`src/rtl/encoder_ctrl.sv`:
```
// -----------------------------------------------------------------------------
// encoder_ctrl
// Two-pass sequencer for a circular (tail-biting) convolutional encoder core.
// Pass 1 runs the block from state 0 to find the final state. That state and
// N mod 15 address an external circulation-state lookup. Pass 2 reloads the
// core with the circulation state and re-runs the block, this time flagging
// the core outputs as valid for downstream. A block with N == 0 or
// N mod 15 == 0 has no circulation state and ends with an error.
//
// Ports
//   i_clk, i_rstn        clock, synchronous active-low reset
//   i_start, i_blk_len   start request (sampled in IDLE) and block length N
//   o_busy               high whenever not IDLE
//   o_done, o_err        end-of-block pulse and its error flag
//   o_rd_en, o_rd_addr   couple-memory read strobe / couple index
//   o_core_valid         core input valid (read strobe delayed one cycle)
//   o_core_ena           core enable during both RUN phases
//   o_core_load_si       load o_core_si into the core state register
//   o_core_si            state value to load
//   i_core_so            current core state
//   o_csl_idx            circulation lookup address: N mod 15
//   o_csl_state          circulation lookup address: pass-1 final state
//   i_csl_sc             circulation state from the lookup (combinational)
//   o_out_valid          core outputs valid for downstream (pass 2 only)
//   o_out_idx            couple index of the valid core outputs
// -----------------------------------------------------------------------------
module encoder_ctrl #(
   parameter int MAX_BLOCK_WIDTH = 10
) (
   input  logic                       i_clk,
   input  logic                       i_rstn,
   input  logic                       i_start,
   input  logic [MAX_BLOCK_WIDTH-1:0] i_blk_len,
   output logic                       o_busy,
   output logic                       o_done,
   output logic                       o_err,
   output logic                       o_rd_en,
   output logic [MAX_BLOCK_WIDTH-1:0] o_rd_addr,
   output logic                       o_core_valid,
   output logic                       o_core_ena,
   output logic                       o_core_load_si,
   output logic [3:0]                 o_core_si,
   input  logic [3:0]                 i_core_so,
   output logic [3:0]                 o_csl_idx,
   output logic [3:0]                 o_csl_state,
   input  logic [3:0]                 i_csl_sc,
   output logic                       o_out_valid,
   output logic [MAX_BLOCK_WIDTH-1:0] o_out_idx
);

   typedef enum logic [2:0] {
      S_IDLE,
      S_P1_LOAD,
      S_P1_RUN,
      S_P1_END,
      S_P2_LOAD,
      S_P2_RUN,
      S_DONE
   } state_t;

   state_t                     r_state;
   state_t                     w_next;
   logic [MAX_BLOCK_WIDTH-1:0] r_n;       // captured block length
   logic [MAX_BLOCK_WIDTH-1:0] r_cnt;     // couples issued in current pass, 0..N
   logic [3:0]                 r_mod15;   // pass-1 valid count modulo 15
   logic [3:0]                 r_sc;      // circulation state for pass 2
   logic                       r_valid;   // read strobe delayed to match memory
   logic [MAX_BLOCK_WIDTH-1:0] r_vidx;    // couple index delayed with r_valid
   logic                       r_err;

   logic                       w_run;
   logic                       w_rd_en;

   // r_cnt stops at N, so the read window is the first N cycles of a RUN
   // state and the extra cycle lets the last delayed valid drain.
   assign w_run   = (r_state == S_P1_RUN) || (r_state == S_P2_RUN);
   assign w_rd_en = w_run && (r_cnt < r_n);

   // ---------------------------------------------------------------------------
   // Next-state logic
   // ---------------------------------------------------------------------------
   always_comb begin
      // NOTE: assign a default before the case so every path drives w_next;
      // a path that leaves it unassigned would infer a latch.
      w_next = r_state;
      case (r_state)
         S_IDLE: begin
            if (i_start) begin
               w_next = (i_blk_len == '0) ? S_DONE : S_P1_LOAD;
            end
         end
         S_P1_LOAD: w_next = S_P1_RUN;
         S_P1_RUN:  if (r_cnt == r_n) w_next = S_P1_END;
         S_P1_END:  w_next = (r_mod15 == 4'd0) ? S_DONE : S_P2_LOAD;
         S_P2_LOAD: w_next = S_P2_RUN;
         S_P2_RUN:  if (r_cnt == r_n) w_next = S_DONE;
         S_DONE:    w_next = S_IDLE;
         default:   w_next = S_IDLE;
      endcase
   end

   // ---------------------------------------------------------------------------
   // State and datapath registers
   // ---------------------------------------------------------------------------
   always_ff @(posedge i_clk) begin
      // NOTE: sequential state uses non-blocking assignments so every register
      // samples the pre-edge values, independent of statement order.
      if (!i_rstn) begin
         r_state <= S_IDLE;
         r_n     <= '0;
         r_cnt   <= '0;
         r_mod15 <= 4'd0;
         r_sc    <= 4'd0;
         r_valid <= 1'b0;
         r_vidx  <= '0;
         r_err   <= 1'b0;
      end else begin
         r_state <= w_next;
         r_valid <= w_rd_en;
         r_vidx  <= w_rd_en ? r_cnt : '0;

         case (r_state)
            S_IDLE: begin
               if (i_start) begin
                  r_n   <= i_blk_len;
                  r_err <= (i_blk_len == '0);
               end
            end
            S_P1_LOAD: begin
               r_cnt   <= '0;
               r_mod15 <= 4'd0;
            end
            S_P1_RUN: begin
               if (r_cnt < r_n) r_cnt <= r_cnt + 1'b1;
               if (r_valid) r_mod15 <= (r_mod15 == 4'd14) ? 4'd0 : r_mod15 + 4'd1;
            end
            S_P1_END: begin
               // A zero residue means N is a multiple of 15: no circulation state.
               r_sc  <= i_csl_sc;
               r_err <= (r_mod15 == 4'd0);
            end
            S_P2_LOAD: r_cnt <= '0;
            S_P2_RUN:  if (r_cnt < r_n) r_cnt <= r_cnt + 1'b1;
            default: ;
         endcase
      end
   end

   // ---------------------------------------------------------------------------
   // Outputs: decoded from registered state so they are all 0 right after reset
   // ---------------------------------------------------------------------------
   assign o_busy         = (r_state != S_IDLE);
   assign o_done         = (r_state == S_DONE);
   assign o_err          = (r_state == S_DONE) && r_err;
   assign o_rd_en        = w_rd_en;
   assign o_rd_addr      = w_rd_en ? r_cnt : '0;
   assign o_core_valid   = r_valid && w_run;
   assign o_core_ena     = w_run;
   assign o_core_load_si = (r_state == S_P1_LOAD) || (r_state == S_P2_LOAD);
   assign o_core_si      = (r_state == S_P2_LOAD) ? r_sc : 4'd0;
   assign o_csl_idx      = (r_state == S_P1_END) ? r_mod15 : 4'd0;
   assign o_csl_state    = (r_state == S_P1_END) ? i_core_so : 4'd0;
   assign o_out_valid    = r_valid && (r_state == S_P2_RUN);
   assign o_out_idx      = o_out_valid ? r_vidx : '0;

endmodule

```
`config.mk`:
```
export PLATFORM = sky130hd
export DESIGN_NAME = encoder_ctrl
export DESIGN_NICKNAME = d
export VERILOG_FILES = /design/src/rtl/encoder_ctrl.sv
export SDC_FILE = /design/constraint.sdc
export NUM_CORES = 1
export LEC_CHECK = 0
export ABC_AREA = 1
export BUFFER_PORTS_ARGS = -buffer_cell sky130_fd_sc_hd__buf_2
export CAP_MARGIN = 20
export CORE_AREA = 3 3 70 99
export DETAILED_ROUTE_END_ITERATION = 10
export DIE_AREA = 0 0 73 102
export HOLD_SLACK_MARGIN = 0.12
export RECOVER_POWER = 25
export SLEW_MARGIN = 20
export SYNTH_ARGS = -nofsm -noshare
export SYNTH_HDL_FRONTEND = slang
export SYNTH_SLANG_ARGS = --single-unit
```
`constraint.sdc`:
```
create_clock -name i_clk -period 4.62 [get_ports i_clk]
set_clock_uncertainty 0.15 [all_clocks]
set_input_delay 1.155 -clock i_clk [delete_from_list [all_inputs] [get_ports i_clk]]
set_output_delay 1.155 -clock i_clk [all_outputs]
set_load 0.05 [all_outputs]
```
# Word level (Yosys, flattened, before mapping)
# Cells that the tools add are included.
totals:
  out_inout_bits: 40
  word_cells: 62
  memories: 0
  mem_bits_ro: 0
  in_bits: 21
  latch_bits: 0
  mem_bits_rw: 0
  regBits: 43
op_classes:
  n_addsub: 2
  order_cmp: 1
  n_bitwise: 0
  shift: 0
  muxes: 18
  reduce_logical: 20
  eq_ne: 13
  n_mul: 0
  div_mod_pow: 0
ops:
  columns: ["cell", "count"]
  rows:
  - ["2-to-1 mux 10 bit", 3]
  - ["2-to-1 mux 4 bit", 5]
  - ["one-hot mux 10 bit (2 select lines)", 1]
  - ["one-hot mux 3 bit (6 select lines)", 1]
  - ["2-to-1 mux 3 bit", 4]
  - ["adder 10 x 1 -> 10 bit, second input constant", 1]
  - ["== test 10 bit", 1]
  - ["logical NOT 10 bit", 1]
  - ["less-than comparator 10 bit", 1]
  - ["== test 3 bit, second input constant", 3]
  - ["one-hot mux 4 bit (2 select lines)", 1]
  - ["AND reduction 2 bit", 4]
  - ["== test 3 x 2 -> 1 bit, second input constant", 2]
  - ["inequality test 2 x 1 -> 1 bit, second input constant", 3]
  - ["nonzero test 2 bit", 3]
  - ["adder 4 x 1 -> 4 bit, second input constant", 1]
  - ["== test 4 bit, second input constant", 1]
  - ["logical AND 1 bit", 4]
  - ["logical NOT 4 bit", 1]
  - ["inequality test 2 bit, second input constant", 2]
  - ["OR reduction 2 bit", 2]
  - ["== test 3 x 1 -> 1 bit, second input constant", 1]
  - ["logical NOT 3 bit", 1]
  - ["AND reduction 3 bit", 1]
  - ["other kinds (5)", 6]

# Depth between registers and ports, before layout
# Gate-level depths: netlist of run 1.
depth:
  depth_word: 4
  mapped_depth: 11

# Worst setup path before layout of run 1
# No wires, ideal clock.
synth_path:
  path_kind: "register to output"
  start: "register r_state[1]"
  end: "output port o_out_idx[0]"
  n_path_buf: 1
  slack_ns: 1.068
  arrival_ns: 2.247
  stages_incl_launch_ff: 7
  cell_sequence: "dfxtp_1 -> inv_1 -> nand3_1 -> nor2_1 -> inv_1 -> clkbuf_1 -> nor2_1"
synth_between:
  elab_chain_cells: 3
synth_rtl:
  columns: ["element", "line_no", "rtl"]
  rows:
  - ["start, declared", "61", "state_t r_state;"]
  - ["start signal, assigned", "118", "r_state <= w_next;"]
  - ["== test 3 bit", "163", "assign o_out_valid = r_valid && (r_state == S_P2_RUN);"]
  - ["logical AND 1 bit", "163", null]
  - ["net o_out_valid", "47", "output logic o_out_valid,"]
  - ["2-to-1 mux 10 bit", "164", "assign o_out_idx = o_out_valid ? r_vidx : '0;"]
  - ["end, declared", "48", "output logic [MAX_BLOCK_WIDTH-1:0] o_out_idx"]
# The timed path passes the listed nets, and every way through them passes these cells.

# Worst setup path in the final report of run 1
layout_path:
  start: "register r_cnt[7]"
  end: "output port o_rd_en"
layout_between:
  elab_chain_cells: 2
layout_rtl:
  columns: ["element", "line_no", "rtl"]
  rows:
  - ["start, declared", "64", "logic [MAX_BLOCK_WIDTH-1:0] r_cnt;"]
  - ["start signal, assigned", "134", "if (r_cnt < r_n) r_cnt <= r_cnt + 1'b1;"]
  - ["start signal, assigned", "143", "S_P2_RUN: if (r_cnt < r_n) r_cnt <= r_cnt + 1'b1;"]
  - ["less-than comparator 10 bit", "77", "assign w_rd_en = w_run && (r_cnt < r_n);"]
  - ["logical AND 1 bit", "77", null]
  - ["end, declared", "37", "output logic o_rd_en,"]
# Every way passes these cells.

==> implementation parameters, run 1 <==
Parameter                              Value

Timing
  Worst hold margin    304.7 ps
  Slew Viols, Final    0
  Worst slew margin relative to its limit    66.86%
  Worst Tran Pin Value    496.6 ps
  Total count of hold-check failures in the final report    0
  Smallest setup slack after layout    about 1100 ps
  Total of endpoints with negative setup slack in the final report    0
  FMAX    0.2881 GHz
  Post-route setup TNS    0 ps
  Min Clock Period, post-route    3471 ps
  Period utilization    75.13%
  Setup repair after global routing missed its margin    no

Logic synthesis
  Top post-synthesis cells by area    sky130_fd_sc_hd__dfxtp_1 36%, sky130_fd_sc_hd__nand2_1 10%, sky130_fd_sc_hd__inv_1 10%
  Count leader, synth    sky130_fd_sc_hd__nand2_1
  Post-synth top flop    sky130_fd_sc_hd__dfxtp_1
  Synth top area share    35.59%
  Share of synthesized area occupied by flip-flops and latches    35.59%
  Mapped Area    0.002419 mm²
  Synthesis warning total    0
  Cell types with the highest counts after synthesis    66 x sky130_fd_sc_hd__nand2_1, 65 x sky130_fd_sc_hd__inv_1, 60 x sky130_fd_sc_hd__nor2_1
  Yosys cell types    28
  Average cell area after synthesis    6.644 µm²
  Post-synthesis async set-or-reset flop share    0%
  EDFF count, synth    0
  Top cell type by total area after synthesis    sky130_fd_sc_hd__dfxtp_1
  Post-Synthesis Cells    364
  Net count of the mapped netlist    399
  Number of storage elements in the synthesis netlist    43

Global route
  Maximum number of pins on one net before global-route repair    23
  Global routing usage summed across all routing layers    16.54%
  Global-route wire length before repair    around 9600 µm
  Global route total overflow    0
  Number of antenna violations at the first check in global routing    0
  Vias in the first global route    roughly 2200

Power
  Net switching power    541.5 µW
  Switching portion of total power    45.26%
  Peak supply drop    163.1 µV
  Leakage    0.001273 µW
  Cell Int Power    655.0 µW
  Share of power burned in combinational logic    between 40% and 50%
  Power density of the placed cells    around 420 mW/mm²
  Part of the total power dissipated in the clock network    20.0%
  Sequential Power Share    around 38%

Setup path
  Largest fanout of any net on the critical path    22
  Critical path arrival    2170 ps
  Worst r2r src    r_cnt[0]
  Critical path endpoint category    primary output
  Worst setup path start    r_cnt[7]
  Cell Chain, Critical Path    ha_1, nand2_1, nand2_1, nand2_1, inv_1, nor2_4, nand3_4, inv_2, buf_2
  Most Frequent Cell on Critical Path    sky130_fd_sc_hd__nand2_1
  Worst endpoint required time    3310 ps
  Kind of launch point of the worst setup path    flop
  R2R setup slack    ~2500 ps
  Reg2Reg Depth    8
  Delay contributed by the slowest stage of the critical path    around 460 ps
  Slowest cell on the critical path    sky130_fd_sc_hd__dfxtp_1
  Path type of the worst setup path    flop to primary output

Final layout
  Share of post-route cells with drive strength above 1    about a fifth
  Net count reported at finish    456
  Final cell area excluding filler cells    0.002826 mm²
  Share of the core filled with cells in the final layout    45.82%
  Area growth, synth to finish    16.86%
  Antenna diode count    0

Route
  Number of DRC markers after the initial detailed-route iteration    133
  Routed Antenna Nets    0
  Number of remaining DRC errors    0
  Aggregate routed wire length    roughly 5700 µm
  Router iterations before antenna repair    4
  Average wire per cell in the routed design    11.50 µm
  Vias per cell    between 4 and 5
  Vias after detailed routing    2347

Place
  Worst setup slack after placement    1457 ps
  Standard cell area after detailed placement    0.002748 mm²
  Routability-driven placement congestion ratio    0.9502
  Number of buffers added on ports    60
  Detailed Place HPWL    4499 µm

Clock tree
  Worst-case clock buffer depth    2
  Hold buffer count at cts    0
  Sink Count    43
  TritonCTS buffer count    5
  PostCTS Resize Cnt    0
  H-tree depth reported by CTS    2
  Buffer count from post-CTS setup fixing    0
  Clock insertion delay at the later pin of the skew report    300 ps
  Root Buffer Master    sky130_fd_sc_hd__clkbuf_8
  Clk slew on worst S/H paths    roughly 80 ps
  Clock tree from TritonCTS    yes

Run status
  Result of the run    completed

Die
  Effective utilization at floorplan    39.21%
  Die Wd    73 µm
  Core Box Area    a little over 0.006 mm²
  I/O pin cnt    61
  Site row count    34
  Full die area    0.007446 mm²
  Vertical extent of the die    102 µm

Job
  Max_cap viols    0

Hold path
  Path category of the worst min-delay check    flop to flop
  Hold Crit Start    r_sc[0]
  Cells on Worst Hold Path    2
==> layout by cell type, fill, tap and decap left out, drive strengths merged <==
master    instances
a211oi            1
and2              1
clkbuf            7
a31oi             1
xor2              2
o21bai            1
inv              67
o21ai            20
nand4             4
ha               14
clkinvlp          1
nor3b             2
nand2            69
buf              59
clkinv            1
a21oi            31
dfxtp            43
nor2             72
nor3              6
nand3            20
==> layout make-up <==
cell class,count,area [µm²]
Fill cell,655,3342
Multi-Input combinational cell,244,1240
Sequential cell,43,860.8
Timing Repair Buffer,60,299.0
Inverter,67,251.5
Tap cell,72,90.09
Clock buffer,6,72.57
Clock inverter,2,12.51
==> state kept, by name, indices dropped and copies added, names as in the netlist <==
signal   cells
r_mod15      4
r_err        1
r_n         10
r_state      3
r_valid      1
r_cnt       10
r_vidx      10
r_sc         4
==> kinds of logic (layout without fill, tap and decap cells) <==
| logic type | Yosys count | count (layout) | share of synthesized area, % |
|---|---|---|---|
| buffers and inverters | 77 | 135 | 12.93 |
| DFF | 43 | 43 | 35.59 |
| xor gates and xnor gates | 2 | 2 | 0.7244 |
| AOI/OAI and AO/OA | 54 | 54 | 11.43 |
| adders and majority gates | 14 | 14 | 7.243 |
| and+or+nand+nor | 174 | 174 | 32.07 |
==> metrics by stage <==
stage | cells | total power (µW)
after floorplan | 364 | 874.7
after detailed placement | 486 | 969.8
after global placement | 486 | 966.6
final | 494 | 1196
after CTS | 494 | 1211
after global routing | 494 | 1299
==> worst paths after layout <==
kind / endpoint
max: o_rd_en
min: r_sc[0]
max reg2reg: r_cnt[4]
min reg2reg: r_sc[0]
==> power groups by stage <==
stage          sequential, µW  combinational (µW)  clock [µW]
2_1_floorplan             456                 419           0
3_3_place_gp              463                 504           0
3_5_place_dp              464                 506           0
4_1_cts                   455                 508         248
5_1_grt                   461                 572         266
6_report                  455                 502         240
==> critical path, delay by kind of cell, from the launching register on <==
kind,cells,cell delay [ps]
flops,1,460
buf+inv,3,540
simple gates,5,560
fa+ha+maj,1,290
==> metal layers <==
metal / wire, µm / part of all wire, % / vias up / GRT usage, %
met3: 325 / 5.7 / 13 / 3.445
met4: 144 / 2.5 / 0 / 7.386
met5: 0 / 0 / - / 0
met2: 2961 / 52 / 64 / 30.94
li1: - / - / 1238 / -
met1: 2247 / 40 / 1032 / 17.28
Power figures use the tool's default switching activity.
==> run 2: changes to the inputs <==
- clock period: 4.62 -> 2.9 ns (I/O delays scaled with it)
==> run 2 against run 1 <==
Against the previous run: via count rose by 1.4%; clock-buffer cell count fell by 1; utilization rose by 2.4 points; first-iteration DRC count rose by 3.8%; clock power rose by 56%; global-route usage fell by 0.15 points; critical path depth rose by 1; routed wire length rose by 4.1%; hold slack improved by 2.1 ps; non-clock buffer count rose by 10; sequential share of layout area fell by 1.5 points; register-to-register slack got worse by 1700 ps; critical path type unchanged; highest routed layer unchanged.
==> implementation parameters, run 2 (same netlist as run 1, synthesis figures left out) <==
Parameter                              Value

Run status
  Result of the run    completed

Power
  Power density of the placed cells    665.6 mW/mm² (+57%)
  Leakage    0.001336 µW (+5.0%)
  Peak supply drop    307.0 µV (+88%)

Final layout
  Share of post-route cells with drive strength above 1    23.79% (+3.9 points)
  Area used by multi-input combinational logic    0.001280 mm² (+3.2%)
  Net count reported at finish    467 (+2.4%)
  Highest-count cells in the layout ignoring fill and taps    65 x sky130_fd_sc_hd__inv_1, 65 x sky130_fd_sc_hd__nand2_1, 58 x sky130_fd_sc_hd__nor2_1
  Seq. cell area    860.8 µm² (unchanged)
  Antenna diode count    0 (unchanged)
  Largest registers    r_cnt x10, r_n x10, r_vidx x10
  FILL cells    639 (-2.4%)
  Area growth, synth to finish    22.92%
  Share of the core filled with cells in the final layout    48.19% (+2.4 points)
  Post-route insts no fill    505 (+2.2%)

Timing
  Post-route setup TNS    0 ps (unchanged)
  Worst Tran Pin Value    511.5 ps (+14.94 ps)
  Total of endpoints with negative setup slack in the final report    0 (unchanged)
  Slew Viols, Final    0 (unchanged)
  Period utilization    between 90% and 100%
  FMAX    between 0.3 and 0.4 GHz
  Min Clock Period, post-route    2781 ps
  Smallest setup slack after layout    119.5 ps (-1030 ps)
  Worst hold margin    306.8 ps (+2.109 ps)
  Total count of hold-check failures in the final report    0 (unchanged)
  Worst slew margin relative to its limit    65.86% (-1.0 points)

Route
  Average wire per cell in the routed design    11.71 µm (+1.8%)
  Aggregate routed wire length    5912 µm (+4.1%)
  Number of remaining DRC errors    0 (unchanged)
  Vias per cell    4.713 (-0.80%)
  Routed Antenna Nets    0 (unchanged)
  Router iterations before antenna repair    5 (+1)
  Number of DRC markers after the initial detailed-route iteration    138 (+3.8%)
  Vias after detailed routing    2380 (+1.4%)

Clock tree
  TritonCTS buffer count    5 (unchanged)
  Clock tree from TritonCTS    yes
  Worst-case clock buffer depth    2 (unchanged)
  Hold buffer count at cts    0 (unchanged)
  Sink Count    43 (unchanged)
  Clock insertion delay at the later pin of the skew report    300 ps (about the same)
  Root Buffer Master    sky130_fd_sc_hd__clkbuf_8
  Clk slew on worst S/H paths    80 ps (about the same)
  H-tree depth reported by CTS    2 (unchanged)

Place
  Detailed Place HPWL    4614 µm (+2.6%)
  Routability-driven placement congestion ratio    0.8573 (-9.8%)
  Number of buffers added on ports    60 (unchanged)
  Number of placed cells counting well taps    493 (+1.4%)
  Worst setup slack after placement    325.5 ps (-1131 ps)

Global route
  Global-route wire length before repair    9577 µm (-0.72%)
  Global routing usage summed across all routing layers    16.38% (-0.15 points)
  Number of antenna violations at the first check in global routing    0 (unchanged)
  Maximum number of pins on one net before global-route repair    21 (-8.7%)
  Vias in the first global route    2200 (-1.7%)
  Global route total overflow    0 (unchanged)

Die
  Effective utilization at floorplan    39.21% (unchanged)
  Site row count    34 (unchanged)
  Die Wd    73 µm (unchanged)
  Core Box Area    0.006168 mm² (unchanged)
  Vertical extent of the die    102 µm (unchanged)
  I/O pin cnt    61 (unchanged)
  Full die area    0.007446 mm² (unchanged)

Job
  Max_cap viols    0 (unchanged)

Setup path
  Critical path endpoint category    primary output
  Critical path arrival    1910 ps (-260 ps)
  Path type of the worst setup path    flop to primary output
  Reg2Reg Depth    10 (+2)
  Worst endpoint required time    2030 ps (-1280 ps)
  Kind of launch point of the worst setup path    flop
  Largest fanout of any net on the critical path    7 (-68%)

Hold path
  Path category of the worst min-delay check    flop to flop
  Cells on Worst Hold Path    2 (unchanged)
## run 2: cell count changes in the layout (fill, tap and decap cells not counted), moves of 2 or more
cell                       change
sky130_fd_sc_hd__buf_4        +20
sky130_fd_sc_hd__nor2_2        +2
sky130_fd_sc_hd__clkbuf_1      -2
sky130_fd_sc_hd__nor2_1        -2
sky130_fd_sc_hd__clkinv_2      +2
sky130_fd_sc_hd__nand3_1       -2
sky130_fd_sc_hd__nand3_2       +2
sky130_fd_sc_hd__buf_2        -10
## run 2: final timing paths
kind | startpoint | slack [ps] | to
min | r_sc[2] | 310 | r_sc[2]
max reg2reg | r_n[9] | 860 | r_cnt[5]
min reg2reg | r_sc[2] | 310 | r_sc[2]
max | r_n[9] | 120 | o_rd_en
## run 2: final cells by class
type,count,share of cell area [%]
Clock buffer,5,2.315
Clock inverter,3,0.5051
Inverter,67,8.460
Multi-Input combinational cell,245,43.06
Sequential cell,43,28.96
Tap cell,72,3.030
Timing Repair Buffer,70,13.68
## run 2: per-stage QoR
stage,power (µW),cell area (µm²)
2_1_floorplan,1396,2426
3_3_place_gp,1558,2808
6_report,1979,2973
4_1_cts,1943,2899
5_1_grt,2142,2973
3_5_place_dp,1564,2808
## run 2: metal layers
metal  vias up  part of all wire, %  wire length (µm)  global-route usage [%]
li1       1262                    -                 -                       -
met1      1045                   40              2372                   17.36
met2        61                   52              3070                   30.39
met3        12                  5.3               314                   4.035
met4         0                  2.6               154                   6.392
met5         -                    0                 0                       0
## run 2: worst max-delay path, cell delays in order, from the launching register on
cell                      delay, ps
sky130_fd_sc_hd__dfxtp_1        320
sky130_fd_sc_hd__inv_1           50
sky130_fd_sc_hd__ha_1           310
sky130_fd_sc_hd__nand2_1        110
sky130_fd_sc_hd__inv_1           40
sky130_fd_sc_hd__nand2_1         50
sky130_fd_sc_hd__inv_1           50
sky130_fd_sc_hd__nor2_4         180
sky130_fd_sc_hd__nand3_4        170
sky130_fd_sc_hd__inv_2          130
sky130_fd_sc_hd__buf_4          200
## run 2: repair_timing
item,4_1_cts,5_1_grt
pin swaps,0,3
setup buffers,0,3
gates resized for setup,3,21
gates cloned,0,1
setup endpoints to repair,3,11
## run 2: report_power, final
| part | switching [µW] | internal, µW | total (µW) |
|---|---|---|---|
| Sequential | 48.9 | 676 | 725 |
| Clock | 209 | 165 | 374 |
| Combinational | 631 | 249 | 880 |
| Total | 888 | 1090 | 1980 |
==> run 3: changes to the inputs <==
- ABC_AREA: 1 -> 0
- CORE_AREA: 3 3 70 99 -> 3 3 69 96
- DIE_AREA: 0 0 73 102 -> 0 0 72 99
==> run 3 against run 2 <==
Against the previous run: critical endpoint is now o_rd_addr[4]; routed wire length shrank 3.6%; synthesized cell count shrank 18%; hold slack lost 4.2 ps; the flow now finishes with violations (setup timing); largest power group unchanged; final cell count shrank 13%; largest cell class unchanged; sequential share of layout area shrank 0.31 points; flip-flop and latch count is the same; highest routed layer unchanged.
==> implementation parameters, run 3 <==
Parameter                              Value

Run status
  Result of the run    finished, violations left
  Violations in the final reports    setup timing

Final layout
  Net count reported at finish    403 (-14%)
  Highest-count cells in the layout ignoring fill and taps    48 x sky130_fd_sc_hd__buf_2, 43 x sky130_fd_sc_hd__nand2_1, 40 x sky130_fd_sc_hd__dfxtp_1
  Antenna diode count    0 (unchanged)
  Most frequent standard cell in the layout excluding fill and tap cells    sky130_fd_sc_hd__buf_2
  FILL cells    578 (-9.5%)
  Area growth, synth to finish    31.02%
  Largest registers    r_cnt x10, r_n x10, r_vidx x10
  Share of post-route cells with drive strength above 1    27.91% (+4.1 points)
  Post-route insts no fill    439 (-13%)
  Share of the core filled with cells in the final layout    51.11% (+2.9 points)

Setup path
  Critical path endpoint category    primary output
  Path type of the worst setup path    flop to primary output
  Kind of launch point of the worst setup path    flop
  Largest fanout of any net on the critical path    11 (+4)
  Worst endpoint required time    2030 ps (about the same)
  Critical path arrival    2190 ps (+280 ps)

Logic synthesis
  Net count of the mapped netlist    332 (-17%)
  Mapped Area    0.002303 mm² (-4.8%)
  Post-synthesis async set-or-reset flop share    0% (unchanged)
  Post-synth top flop    sky130_fd_sc_hd__dfxtp_1
  Top post-synthesis cells by area    sky130_fd_sc_hd__dfxtp_1 37%, sky130_fd_sc_hd__ha_1 7.6%, sky130_fd_sc_hd__and2_1 7.1%
  Yosys cell types    40 (+43%)
  Synth top area share    37.37% (+1.8 points)
  Share of synthesized area occupied by flip-flops and latches    37.37% (+1.8 points)
  EDFF count, synth    0 (unchanged)
  Average cell area after synthesis    7.756 µm² (+17%)
  Top cell type by total area after synthesis    sky130_fd_sc_hd__dfxtp_1
  Post-Synthesis Cells    297 (-18%)
  Number of storage elements in the synthesis netlist    43 (unchanged)
  Cell types with the highest counts after synthesis    43 x sky130_fd_sc_hd__dfxtp_1, 43 x sky130_fd_sc_hd__nand2_1, 27 x sky130_fd_sc_hd__a21oi_1
  Synthesis warning total    0 (unchanged)

Timing
  FMAX    0.3260 GHz (-9.4%)
  Slew Viols, Final    0 (unchanged)
  Worst slew margin relative to its limit    54.79% (-11 points)
  Worst Tran Pin Value    675.7 ps (+164.2 ps)
  Worst hold margin    302.6 ps (-4.204 ps)
  Period utilization    105.8% (+9.9 points)
  Total of endpoints with negative setup slack in the final report    11 (+11)
  Min Clock Period, post-route    3068 ps (+287.0 ps)
  Post-route setup TNS    -1710 ps (-1710 ps)
  Smallest setup slack after layout    -167.6 ps (-287.0 ps)
  Setup repair after global routing missed its margin    yes
  Total count of hold-check failures in the final report    0 (unchanged)

Die
  Vertical extent of the die    99 µm (-2.9%)
  Site row count    33 (-2.9%)
  Die Wd    72 µm (-1.4%)
  Full die area    0.007128 mm² (-4.3%)
  I/O pin cnt    61 (unchanged)
  Effective utilization at floorplan    39.01% (-0.20 points)
  Core Box Area    0.005904 mm² (-4.3%)

Clock tree
  TritonCTS buffer count    5 (unchanged)
  Clock tree from TritonCTS    yes
  Worst-case clock buffer depth    2 (unchanged)
  Clk slew on worst S/H paths    80 ps (about the same)
  Clock insertion delay at the later pin of the skew report    290 ps (about the same)
  H-tree depth reported by CTS    2 (unchanged)
  Root Buffer Master    sky130_fd_sc_hd__clkbuf_8
  Sink Count    43 (unchanged)

Route
  Top metal layer carrying routed signals    met4
  Routed Antenna Nets    0 (unchanged)
  Routed length on met3    336 µm (+7.0%)
  Vias after detailed routing    2200 (-7.6%)
  Metal-1 WL    2379 µm (+0.30%)
  Aggregate routed wire length    5699 µm (-3.6%)
  Vias per cell    5.011 (+6.3%)
  Number of DRC markers after the initial detailed-route iteration    99 (-28%)
  Wire length on met2    2821 µm (-8.1%)
  Number of remaining DRC errors    0 (unchanged)
  Router iterations before antenna repair    4 (-1)
  Average wire per cell in the routed design    12.98 µm (+11%)

Power
  Leakage    0.001380 µW (+3.2%)
  Pwr Total    1937 µW (-2.1%)
  Power density of the placed cells    642.0 mW/mm² (-3.5%)
  Peak supply drop    380.0 µV (+24%)

Job
  Max_cap viols    0 (unchanged)

Global route
  Global routing usage summed across all routing layers    17.04% (+0.65 points)
  Maximum number of pins on one net before global-route repair    20 (-4.8%)
  Vias in the first global route    2145 (-2.5%)
  Global-route wire length before repair    9749 µm (+1.8%)
  Number of antenna violations at the first check in global routing    0 (unchanged)
  Global route total overflow    0 (unchanged)

Place
  Routability-driven placement congestion ratio    0.7672 (-11%)
  Number of buffers added on ports    60 (unchanged)
  Number of placed cells counting well taps    430 (-13%)
  Detailed Place HPWL    4418 µm (-4.3%)

Hold path
  Path category of the worst min-delay check    flop to flop
==> run 3: layout make-up <==
type                       count  area [µm²]  area share [%]
inverter                      20       75.07           2.488
tap                           70       87.58           2.902
timing repair buffer          81       560.5           18.57
clock buffer                   7       76.32           2.529
multi-input combinational    217        1349           44.69
sequential                    43       864.6           28.65
clock inverter                 1       5.005          0.1658
==> run 3: worst paths after layout <==
| path | from | to | slack (ps) | cells after the start |
|---|---|---|---|---|
| worst max-delay path | r_n[7] | o_rd_addr[4] | -170 | 9 |
| worst min-delay path | r_sc[1] | r_sc[1] | 300 | 2 |
| worst max register to register | r_n[7] | r_cnt[5] | 410 | 8 |
| worst min register to register | r_sc[1] | r_sc[1] | 300 | 2 |
==> run 3: layer usage <==
layer	up-vias	global-route usage (%)
met2	62	29.60
met5	-	0
li1	1149	-
met4	0	6.946
met1	976	19.44
met3	13	4.490
==> run 3: worst max-delay path, stage by stage (launching register included) <==
cell                      delay, ps
sky130_fd_sc_hd__dfxtp_2        340
sky130_fd_sc_hd__inv_2           40
sky130_fd_sc_hd__ha_4           200
sky130_fd_sc_hd__a211o_1        280
sky130_fd_sc_hd__a221o_1        290
sky130_fd_sc_hd__a211o_1        270
sky130_fd_sc_hd__inv_2           80
sky130_fd_sc_hd__buf_12         120
sky130_fd_sc_hd__and2_4         140
sky130_fd_sc_hd__buf_8          130
==> run 3: per-stage QoR <==
stage	setup WS (ps)	cell area, µm²
final	-167.6	3018
after global routing	-250.8	3018
after CTS	-223.6	3003
after detailed placement	-38.46	2811
after global placement	-10.86	2811
after floorplan	-4.341	2371
==> run 3: cells by family (layout without fill, tap and decap cells) <==
| logic type | after synthesis | count (layout) | share of synthesized area (%) |
|---|---|---|---|
| muxes | 1 | 1 | 0.4888 |
| buffers and inverters | 37 | 109 | 6.681 |
| and+or+nand+nor | 147 | 147 | 33.13 |
| adders and majority gates | 14 | 14 | 7.605 |
| AOI/OAI and AO/OA | 52 | 52 | 13.58 |
| DFF | 43 | 43 | 37.37 |
| xor gates and xnor gates | 3 | 3 | 1.141 |
==> run 3: power breakdown <==
| part | internal, µW | switching [µW] | leakage, µW | total, µW |
|---|---|---|---|---|
| Combinational | 297 | 562 | 0.000988 | 859 |
| Clock | 169 | 198 | 0.0000422 | 367 |
| Sequential | 663 | 48.5 | 0.000350 | 711 |
==> run 3: what timing repair did <==
action	CTS	global route
setup endpoints to repair	11	11
hold buffers	0	0
pin swaps	2	1
gates resized for setup	33	2
buffers inserted	0	1
